`config.mk`:
```
export PLATFORM = sky130hd
export DESIGN_NAME = dtcm_icb_ctrl_flat
export DESIGN_NICKNAME = d
export VERILOG_FILES = /design/src/rtl/dtcm_icb_if.sv /design/src/rtl/dtcm_icb_ctrl.sv /design/src/flat_wrapper.sv
export SDC_FILE = /design/constraint.sdc
export NUM_CORES = 1
export LEC_CHECK = 0
export ABC_AREA = 0
export CAP_MARGIN = 20
export CORE_ASPECT_RATIO = 1.75
export CORE_MARGIN = 8
export CORE_UTILIZATION = 36
export DETAILED_ROUTE_END_ITERATION = 7
export HOLD_SLACK_MARGIN = 0.06
export MAX_ROUTING_LAYER = met4
export PLACE_DENSITY = 0.73
export SLEW_MARGIN = 20
export SYNTH_ARGS = -nofsm -noshare
export SYNTH_HDL_FRONTEND = slang
export SYNTH_SLANG_ARGS = --single-unit
```
`constraint.sdc`:
```
create_clock -name clk -period 1.95 [get_ports clk]
set_clock_uncertainty 0.05 [all_clocks]
set_input_delay 0.39 -clock clk [delete_from_list [all_inputs] [get_ports clk]]
set_output_delay 0.39 -clock clk [all_outputs]
set_load 0.01 [all_outputs]
```
`src/rtl/dtcm_icb_if.sv`:
```
// dtcm_icb_if: ICB command/response bus between the LSU and the DTCM controller
interface dtcm_icb_if #(parameter int DW = 32);
  logic            cmd_valid;
  logic            cmd_ready;
  logic            cmd_read;
  logic [31:0]     cmd_addr;
  logic [DW-1:0]   cmd_wdata;
  logic [DW/8-1:0] cmd_wmask;
  logic            rsp_valid;
  logic            rsp_ready;
  logic [DW-1:0]   rsp_rdata;
  logic            rsp_cancel;
  logic            rsp_err;
  modport master (output cmd_valid, cmd_read, cmd_addr, cmd_wdata, cmd_wmask, rsp_ready,
                  input  cmd_ready, rsp_valid, rsp_rdata, rsp_cancel, rsp_err);
  modport slave  (input  cmd_valid, cmd_read, cmd_addr, cmd_wdata, cmd_wmask, rsp_ready,
                  output cmd_ready, rsp_valid, rsp_rdata, rsp_cancel, rsp_err);
endinterface

```
`src/rtl/dtcm_icb_ctrl.sv`:
```
// dtcm_icb_ctrl: ICB-to-SRAM DTCM controller, 1-cycle read path plus 2-entry response FIFO.
// Define HiCore_DTCM_MISALIGN_CHK_EN to reject non-word-aligned accesses with rsp_err.
module dtcm_icb_ctrl #(
  parameter int DW        = 32,
  parameter int RAM_DEPTH = 14
) (
  input  logic                 clk,
  input  logic                 rst_n,
  dtcm_icb_if.slave            dtcm_icb,
  input  logic                 flush,
  input  logic                 branch,
  output logic                 sram_cs,
  output logic                 sram_we,
  output logic [RAM_DEPTH-1:0] sram_addr,
  output logic [DW-1:0]        sram_wdata,
  output logic [DW/8-1:0]      sram_wem,
  input  logic [DW-1:0]        sram_rdata
);
  logic          accept, kill, mis, empty, pop, handoff, push, p_cancel_nx;
  logic          p_valid, p_read, p_err, p_cancel;
  logic [1:0]    cnt;
  logic          wp, rp;
  logic [DW-1:0] p_rdata;
  logic [DW-1:0] f_rdata [2];
  logic [1:0]    f_read, f_err, f_cancel;
`ifdef HiCore_DTCM_MISALIGN_CHK_EN
  assign mis = dtcm_icb.cmd_addr[1:0] != 2'b00;
  logic unused_addr;
  assign unused_addr = ^dtcm_icb.cmd_addr[31:RAM_DEPTH+2];
`else
  assign mis = 1'b0;
  logic unused_addr;
  assign unused_addr = ^{dtcm_icb.cmd_addr[31:RAM_DEPTH+2], dtcm_icb.cmd_addr[1:0]};
`endif
  assign kill        = flush | branch;
  assign empty       = cnt == 2'd0;
  assign dtcm_icb.cmd_ready = ({1'b0, cnt} + {2'b00, p_valid}) < 3'd2;
  assign accept      = dtcm_icb.cmd_valid & dtcm_icb.cmd_ready;
  assign sram_cs     = accept & ~mis;
  assign sram_we     = sram_cs & ~dtcm_icb.cmd_read;
  assign sram_addr   = dtcm_icb.cmd_addr[RAM_DEPTH+1:2];
  assign sram_wdata  = dtcm_icb.cmd_wdata;
  assign sram_wem    = dtcm_icb.cmd_wmask;
  assign p_rdata     = (p_valid & p_read & ~p_err) ? sram_rdata : '0;
  assign pop         = ~empty & dtcm_icb.rsp_ready;
  assign handoff     = p_valid & empty & dtcm_icb.rsp_ready;
  assign push        = p_valid & ~handoff;
  // a pending read squashed in the same cycle it moves into the FIFO must carry the cancel
  assign p_cancel_nx = p_cancel | (kill & p_read);
  assign dtcm_icb.rsp_valid  = ~empty | p_valid;
  assign dtcm_icb.rsp_rdata  = empty ? p_rdata : f_rdata[rp];
  assign dtcm_icb.rsp_cancel = empty ? p_valid & p_cancel : f_cancel[rp];
  assign dtcm_icb.rsp_err    = empty ? p_valid & p_err : f_err[rp];
  always_ff @(posedge clk or negedge rst_n) begin
    if (!rst_n) begin
      p_valid  <= 1'b0;
      p_read   <= 1'b0;
      p_err    <= 1'b0;
      p_cancel <= 1'b0;
      cnt      <= 2'd0;
      wp       <= 1'b0;
      rp       <= 1'b0;
      f_read   <= 2'b00;
      f_err    <= 2'b00;
      f_cancel <= 2'b00;
    end else begin
      p_valid <= accept;
      if (accept) begin
        p_read   <= dtcm_icb.cmd_read;
        p_err    <= mis;
        p_cancel <= kill & dtcm_icb.cmd_read;
      end
      if (kill) f_cancel <= f_cancel | f_read;
      if (push) begin
        f_read[wp]   <= p_read;
        f_err[wp]    <= p_err;
        f_cancel[wp] <= p_cancel_nx;
        wp           <= ~wp;
      end
      if (pop) rp <= ~rp;
      cnt <= cnt + {1'b0, push} - {1'b0, pop};
    end
  end
  always_ff @(posedge clk) begin
    if (push) f_rdata[wp] <= p_rdata;
  end
endmodule

```
`src/flat_wrapper.sv`:
```
// flat-port wrapper written by rule: the top's interface ports become plain ports
module dtcm_icb_ctrl_flat 
#(
  parameter int DW        = 32,
  parameter int RAM_DEPTH = 14
)
  (clk, rst_n, flush, branch, sram_cs, sram_we, sram_addr, sram_wdata, sram_wem, sram_rdata, dtcm_icb_cmd_valid, dtcm_icb_cmd_read, dtcm_icb_cmd_addr, dtcm_icb_cmd_wdata, dtcm_icb_cmd_wmask, dtcm_icb_rsp_ready, dtcm_icb_cmd_ready, dtcm_icb_rsp_valid, dtcm_icb_rsp_rdata, dtcm_icb_rsp_cancel, dtcm_icb_rsp_err);
  dtcm_icb_if #(.DW(DW)) dtcm_icb_i ();
  input  logic clk;
  input  logic rst_n;
  input  logic flush;
  input  logic branch;
  output logic sram_cs;
  output logic sram_we;
  output logic [RAM_DEPTH-1:0] sram_addr;
  output logic [DW-1:0] sram_wdata;
  output logic [DW/8-1:0] sram_wem;
  input  logic [DW-1:0] sram_rdata;
  input wire logic [$bits(dtcm_icb_i.cmd_valid)-1:0] dtcm_icb_cmd_valid;
  input wire logic [$bits(dtcm_icb_i.cmd_read)-1:0] dtcm_icb_cmd_read;
  input wire logic [$bits(dtcm_icb_i.cmd_addr)-1:0] dtcm_icb_cmd_addr;
  input wire logic [$bits(dtcm_icb_i.cmd_wdata)-1:0] dtcm_icb_cmd_wdata;
  input wire logic [$bits(dtcm_icb_i.cmd_wmask)-1:0] dtcm_icb_cmd_wmask;
  input wire logic [$bits(dtcm_icb_i.rsp_ready)-1:0] dtcm_icb_rsp_ready;
  output wire logic [$bits(dtcm_icb_i.cmd_ready)-1:0] dtcm_icb_cmd_ready;
  output wire logic [$bits(dtcm_icb_i.rsp_valid)-1:0] dtcm_icb_rsp_valid;
  output wire logic [$bits(dtcm_icb_i.rsp_rdata)-1:0] dtcm_icb_rsp_rdata;
  output wire logic [$bits(dtcm_icb_i.rsp_cancel)-1:0] dtcm_icb_rsp_cancel;
  output wire logic [$bits(dtcm_icb_i.rsp_err)-1:0] dtcm_icb_rsp_err;
  assign dtcm_icb_i.cmd_valid = dtcm_icb_cmd_valid;
  assign dtcm_icb_i.cmd_read = dtcm_icb_cmd_read;
  assign dtcm_icb_i.cmd_addr = dtcm_icb_cmd_addr;
  assign dtcm_icb_i.cmd_wdata = dtcm_icb_cmd_wdata;
  assign dtcm_icb_i.cmd_wmask = dtcm_icb_cmd_wmask;
  assign dtcm_icb_i.rsp_ready = dtcm_icb_rsp_ready;
  assign dtcm_icb_cmd_ready = dtcm_icb_i.cmd_ready;
  assign dtcm_icb_rsp_valid = dtcm_icb_i.rsp_valid;
  assign dtcm_icb_rsp_rdata = dtcm_icb_i.rsp_rdata;
  assign dtcm_icb_rsp_cancel = dtcm_icb_i.rsp_cancel;
  assign dtcm_icb_rsp_err = dtcm_icb_i.rsp_err;
  dtcm_icb_ctrl #(.DW(DW), .RAM_DEPTH(RAM_DEPTH)) u_core (.clk(clk), .rst_n(rst_n), .dtcm_icb(dtcm_icb_i), .flush(flush), .branch(branch), .sram_cs(sram_cs), .sram_we(sram_we), .sram_addr(sram_addr), .sram_wdata(sram_wdata), .sram_wem(sram_wem), .sram_rdata(sram_rdata));
endmodule
```
# == Word-level counts from Yosys, hierarchy flattened ==
# Memory sizes are Yosys's and may differ from the RTL's.
# Index checks and enable logic that the tools add are counted.
# totals
regBits,13
inputBits,107
ramBits,64
memories,1
# memory_table
memory,depth,word_bits,rd,rd_ports_with_merged_regs,write_ports,line,rtl
u_core.f_rdata,2,32,1,0,1,dtcm_icb_ctrl.sv:24,logic [DW-1:0] f_rdata [2];
# classes
n_reduce_logical,2
magnitude_cmp,4
n_bitwise,21
n_addsub,3
muxes,16
# op_table
op,n
32-bit two-way mux,2
1-bit bitwise AND,10
1-bit two-way mux,9
1-bit NOT,5
2-bit bitwise mux,2
"1-bit by 2-bit less-than comparator with 1-bit output, second input constant",2
2-bit two-way mux,2
2-bit by 1-bit adder with 3-bit output,1
"3-bit by 2-bit less-than comparator with 1-bit output, second input constant",1
1-bit OR,3
2-bit by 1-bit adder with 2-bit output,1
2-bit bitwise AND,1
2-bit zero test,1
2-bit NOT,1
2-bit OR,1
2-bit by 1-bit subtractor with 2-bit output,1
1-bit demux with 1-bit select,1
"1-bit greater-or-equal comparator, second input constant",1
1-bit logical AND,1

# == Depth between registers and ports, before layout ==
# depth
word_depth,7
ltp_mapped,5
depth_no_buf,4

# == Least setup slack after synthesis ==
# Ideal clock, no wire load.
# synth_timing
kind,input to register
start,input dtcm_icb_rsp_ready
end,register u_core.f_read[1]
n_path_buf,0
path_stages,3
t_arrival_ps,1832
setup_slack_ps,-57
t_required_ps,1775
setup_time_ps,125
cell_sequence,nor3b_4 -> nor2_2 -> mux2_4
# synth_between
elab_chain_len,3
# synth_lines
item,line,rtl
from (decl),flat_wrapper.sv:24,input wire logic [$bits(dtcm_icb_i.rsp_ready)-1:0] dtcm_icb_rsp_ready;
1-bit bitwise AND,dtcm_icb_ctrl.sv:46,assign handoff = p_valid & empty & dtcm_icb.rsp_ready;
1-bit NOT,dtcm_icb_ctrl.sv:47,assign push = p_valid & ~handoff;
1-bit bitwise AND,dtcm_icb_ctrl.sv:47,
"to (signal, indexed assignment)",dtcm_icb_ctrl.sv:75,f_read[wp] <= p_read;
to (decl),dtcm_icb_ctrl.sv:25,"logic [1:0] f_read, f_err, f_cancel;"
# Every way passes these cells.
# A chain may end at the register's enable or synchronous reset.

# == Worst setup path in the final report ==
# layout_timing
start,register u_core.rp
end,output dtcm_icb_rsp_rdata[7]
# layout_between
elab_chain_len,2
# layout_lines
item,line,rtl
from (decl),dtcm_icb_ctrl.sv:22,"logic wp, rp;"
from (signal assigned),dtcm_icb_ctrl.sv:80,if (pop) rp <= ~rp;
memory 2 x 32 bit,--,
32-bit two-way mux,dtcm_icb_ctrl.sv:51,assign dtcm_icb.rsp_rdata = empty ? p_rdata : f_rdata[rp];
to (decl),flat_wrapper.sv:27,output wire logic [$bits(dtcm_icb_i.rsp_rdata)-1:0] dtcm_icb_rsp_rdata;
# Every way passes these cells.

==> results_dict.tcl <==
set metrics [dict create \
    synth-simple-area-share 0.116 \
    whs_ps 387 \
    nFillCells 898 \
    routabilityCongestion 0.793 \
    cp_slowest_stage_delay_ps 450 \
    critPathRequiredTime_ps 1510 \
    drc 0 \
    final_common_cell "edfxtp_1" \
    path_buf_inv 3 \
    clk_pin_slew_ps 60 \
    ys_types 29 \
    initial_core_util 0.365 \
    tritoncts "yes" \
    tns_ps -43.2 \
    root_buffer "clkbuf_16" \
    dp.cells 507 \
    grt_pass1_wl_mm 15.0 \
    syn_inst 317 \
    nNetsFinal 520 \
    dieHeight_um 152 \
    drtAntennaViolNets 0 \
    numCtsBuffers 9 \
    timing.final.hold_violations 0 \
    max_slew.worst_pin.slew_ps 613 \
    grt_pass1_vias 2898 \
    clock_latency_ps 340 \
    hold_path.class "input port to async pin" \
    multiInputGateArea_um2 1280 \
    timing.final.ws_setup_ps -28.4 \
    wl_per_cell_um 19.0 \
    synth-seq-cells 77 \
    portBuffers 76 \
    antenna_found_initial 0 \
    clockBufferDepth 2 \
    overflow 0 \
    coreArea_um2 10500 \
    synth_compound_area_frac 0.0601 \
    pre_cts_ws_ps -333 \
    status "finished with violations" \
    finalCritPeriodShare 1.01 \
    rsz0062_at_grt "true" \
    synth_xor_xnor_area_share 0.00457 \
    slew_violations 0 \
    peakVddDrop_mv 0.898 \
    ys_warn_count 0 \
    io_pins 195 \
    setup.worst_path.class "flip-flop to output port" \
    grt_use_total 0.143 \
    final_cell_mix "edfxtp_1 (64), buf_4 (48), clkdlybuf4s50_1 (38), buf_2 (36), mux2i_1 (32)" \
    postCtsHoldBufs 0 \
    path_max_fanout 5 \
    dp.final_hpwl_mm 6.33 \
    row_count 50 \
    syn2layout_area_growth_pct 42.2 \
    max_freq_mhz 505 \
    htreeDepth 3 \
    drt-pass1-iter-count 4 \
    final_cell_area_um2 5450 \
    worstSetupPathDepth 5 \
    synth_nets 425 \
    postLayoutCoreUtil 0.518 \
    regArea_um2 2250 \
    cp-start-kind "flip-flop" \
    synthesis.area_um2 3830 \
    setup_viol 4 \
    synth_top_family_by_area "buffers and inverters" \
    reg2reg_depth 4 \
    vias 2727 \
    violations "negative setup slack" \
    ys_seq_area_frac 0.587 \
    cts.sinks 77 \
    power_density_nw_per_um2 1560 \
    die-area_um2 14300 \
    antenna_cells 0 \
    worstPathArrival_ps 1540 \
    instances_no_fill 547 \
    via_per_inst 4.99 \
    power.total_mw 8.52 \
    drive_gt1_frac 0.424 \
    grt_max_degree 26 \
    cellLeakagePower_nw 2.29 \
    critPathSlowestCell "dfrtp_2" \
    cp_top_family "buffers and inverters" \
    end_kind "output port" \
    synthMuxAreaShare 0.104 \
    syn_avg_cell_area_um2 12.1 \
    die_x_um 94.0 \
    synthAdderAreaFrac 0.00327 \
    placed_area_um2 4800 \
    wl_mm 10.4 \
    slew_headroom 0.590 \
    drt_iter0_markers 151 \
    cap_violations 0 \
    path_cells "buf_6, buf_12, mux2i_1, o21ai_1, buf_2" \
    min_period_ps 1980 \
]
-- worst register-to-register path, stage by stage (launching register included) --
cell	delay, ps
dfrtp_2	430
clkbuf_16	200
inv_1	110
nor3_4	350
buf_12	230
-- state kept, by name, indices dropped and copies added, names as in the netlist --
name / cells
u_core.p_read: 1
u_core.f_read: 2
u_core.f_cancel: 2
u_core.wp: 1
u_core.f_err: 2
u_core.p_valid: 1
u_core.f_rdata: 64
u_core.rp: 1
u_core.p_cancel: 1
u_core.cnt: 2
-- cell type report --
class / instances / share of cell area
repair buffers: 152 / 0.268
flip-flops and latches: 77 / 0.413
multi-input cells: 169 / 0.236
inverters: 3 / 0.00207
clock buffers: 14 / 0.0448
clock inverters: 2 / 0.00643
well taps: 130 / 0.0299
-- layer usage --
layer  part of all wire  vias to the layer above  track usage  wire length [µm]
met5                  0                        -            -                 0
met4              0.062                        0        0.113               645
met3              0.045                       55       0.0326               466
met2               0.54                       86        0.246              5570
met1               0.36                     1308        0.129              3690
li1                   -                     1278            -                 -
-- cells in the mapped netlist --
master	instances	area (µm²)
edfxtp_1	64	1920
buf_4	55	413
nand2_1	38	143
mux2i_1	36	360
o21ai_0	35	175
and3_1	32	200
dfrtp_1	13	325
clkbuf_1	10	37.5
a21oi_1	5	25.0
inv_1	3	11.3
nor2_1	3	11.3
nor2b_1	3	18.8
buf_2	2	10.0
nand2b_1	2	12.5
xnor2_1	2	17.5
a211o_1	1	8.76
a211oi_1	1	7.51
buf_6	1	11.3
ha_1	1	12.5
mux2_1	1	11.3
mux2_2	1	11.3
mux2_4	1	15.0
nor2_2	1	6.26
nor3_4	1	16.3
nor3b_4	1	18.8
nor4bb_1	1	10.0
o21a_1	1	7.51
o22ai_1	1	6.26
or2_2	1	6.26
-- power breakdown --
group | total, mW | internal, mW | switching [mW]
Sequential | 2.46 | 2.27 | 0.189
Clock | 1.57 | 0.990 | 0.576
Combinational | 4.49 | 2.30 | 2.19
Total | 8.52 | 5.56 | 2.96
-- logic make-up (layout without fill, tap and decap cells) --
logic type                 count (synthesis)  after routing
AOI/OAI and AO/OA                         44             44
DFF                                       77             77
xor gates and xnor gates                   2              2
adders and majority gates                  1              1
and+or+nand+nor                           83             83
buffers and inverters                     71            171
muxes                                     39             39
-- what timing repair did --
item / 4_1_cts / 5_1_grt
setup buffers: 14 / 2
endpoints found under the setup margin: 38 / 36
resized for setup: 198 / 53
gates cloned: 2 / 7
pin swaps: 4 / 10
-- final timing paths --
check / startpoint / endpoint / slack, ps
worst max register to register: u_core.p_valid$_DFF_PN0_ / u_core.f_rdata[0][11]$_DFFE_PP_ / 270
max in group asynchronous: rst_n / u_core.rp$_DFFE_PN0P_ / 1030
worst min register to register: u_core.f_read[0]$_DFFE_PN0P_ / u_core.f_read[0]$_DFFE_PN0P_ / 450
worst min-delay path: rst_n / u_core.f_err[0]$_DFFE_PN0P_ / 390
worst max-delay path: u_core.rp$_DFFE_PN0P_ / dtcm_icb_rsp_rdata[7] / -30
min in group clk: u_core.f_read[0]$_DFFE_PN0P_ / u_core.f_read[0]$_DFFE_PN0P_ / 450
Note: power is estimated with default switching activity, not from simulation.
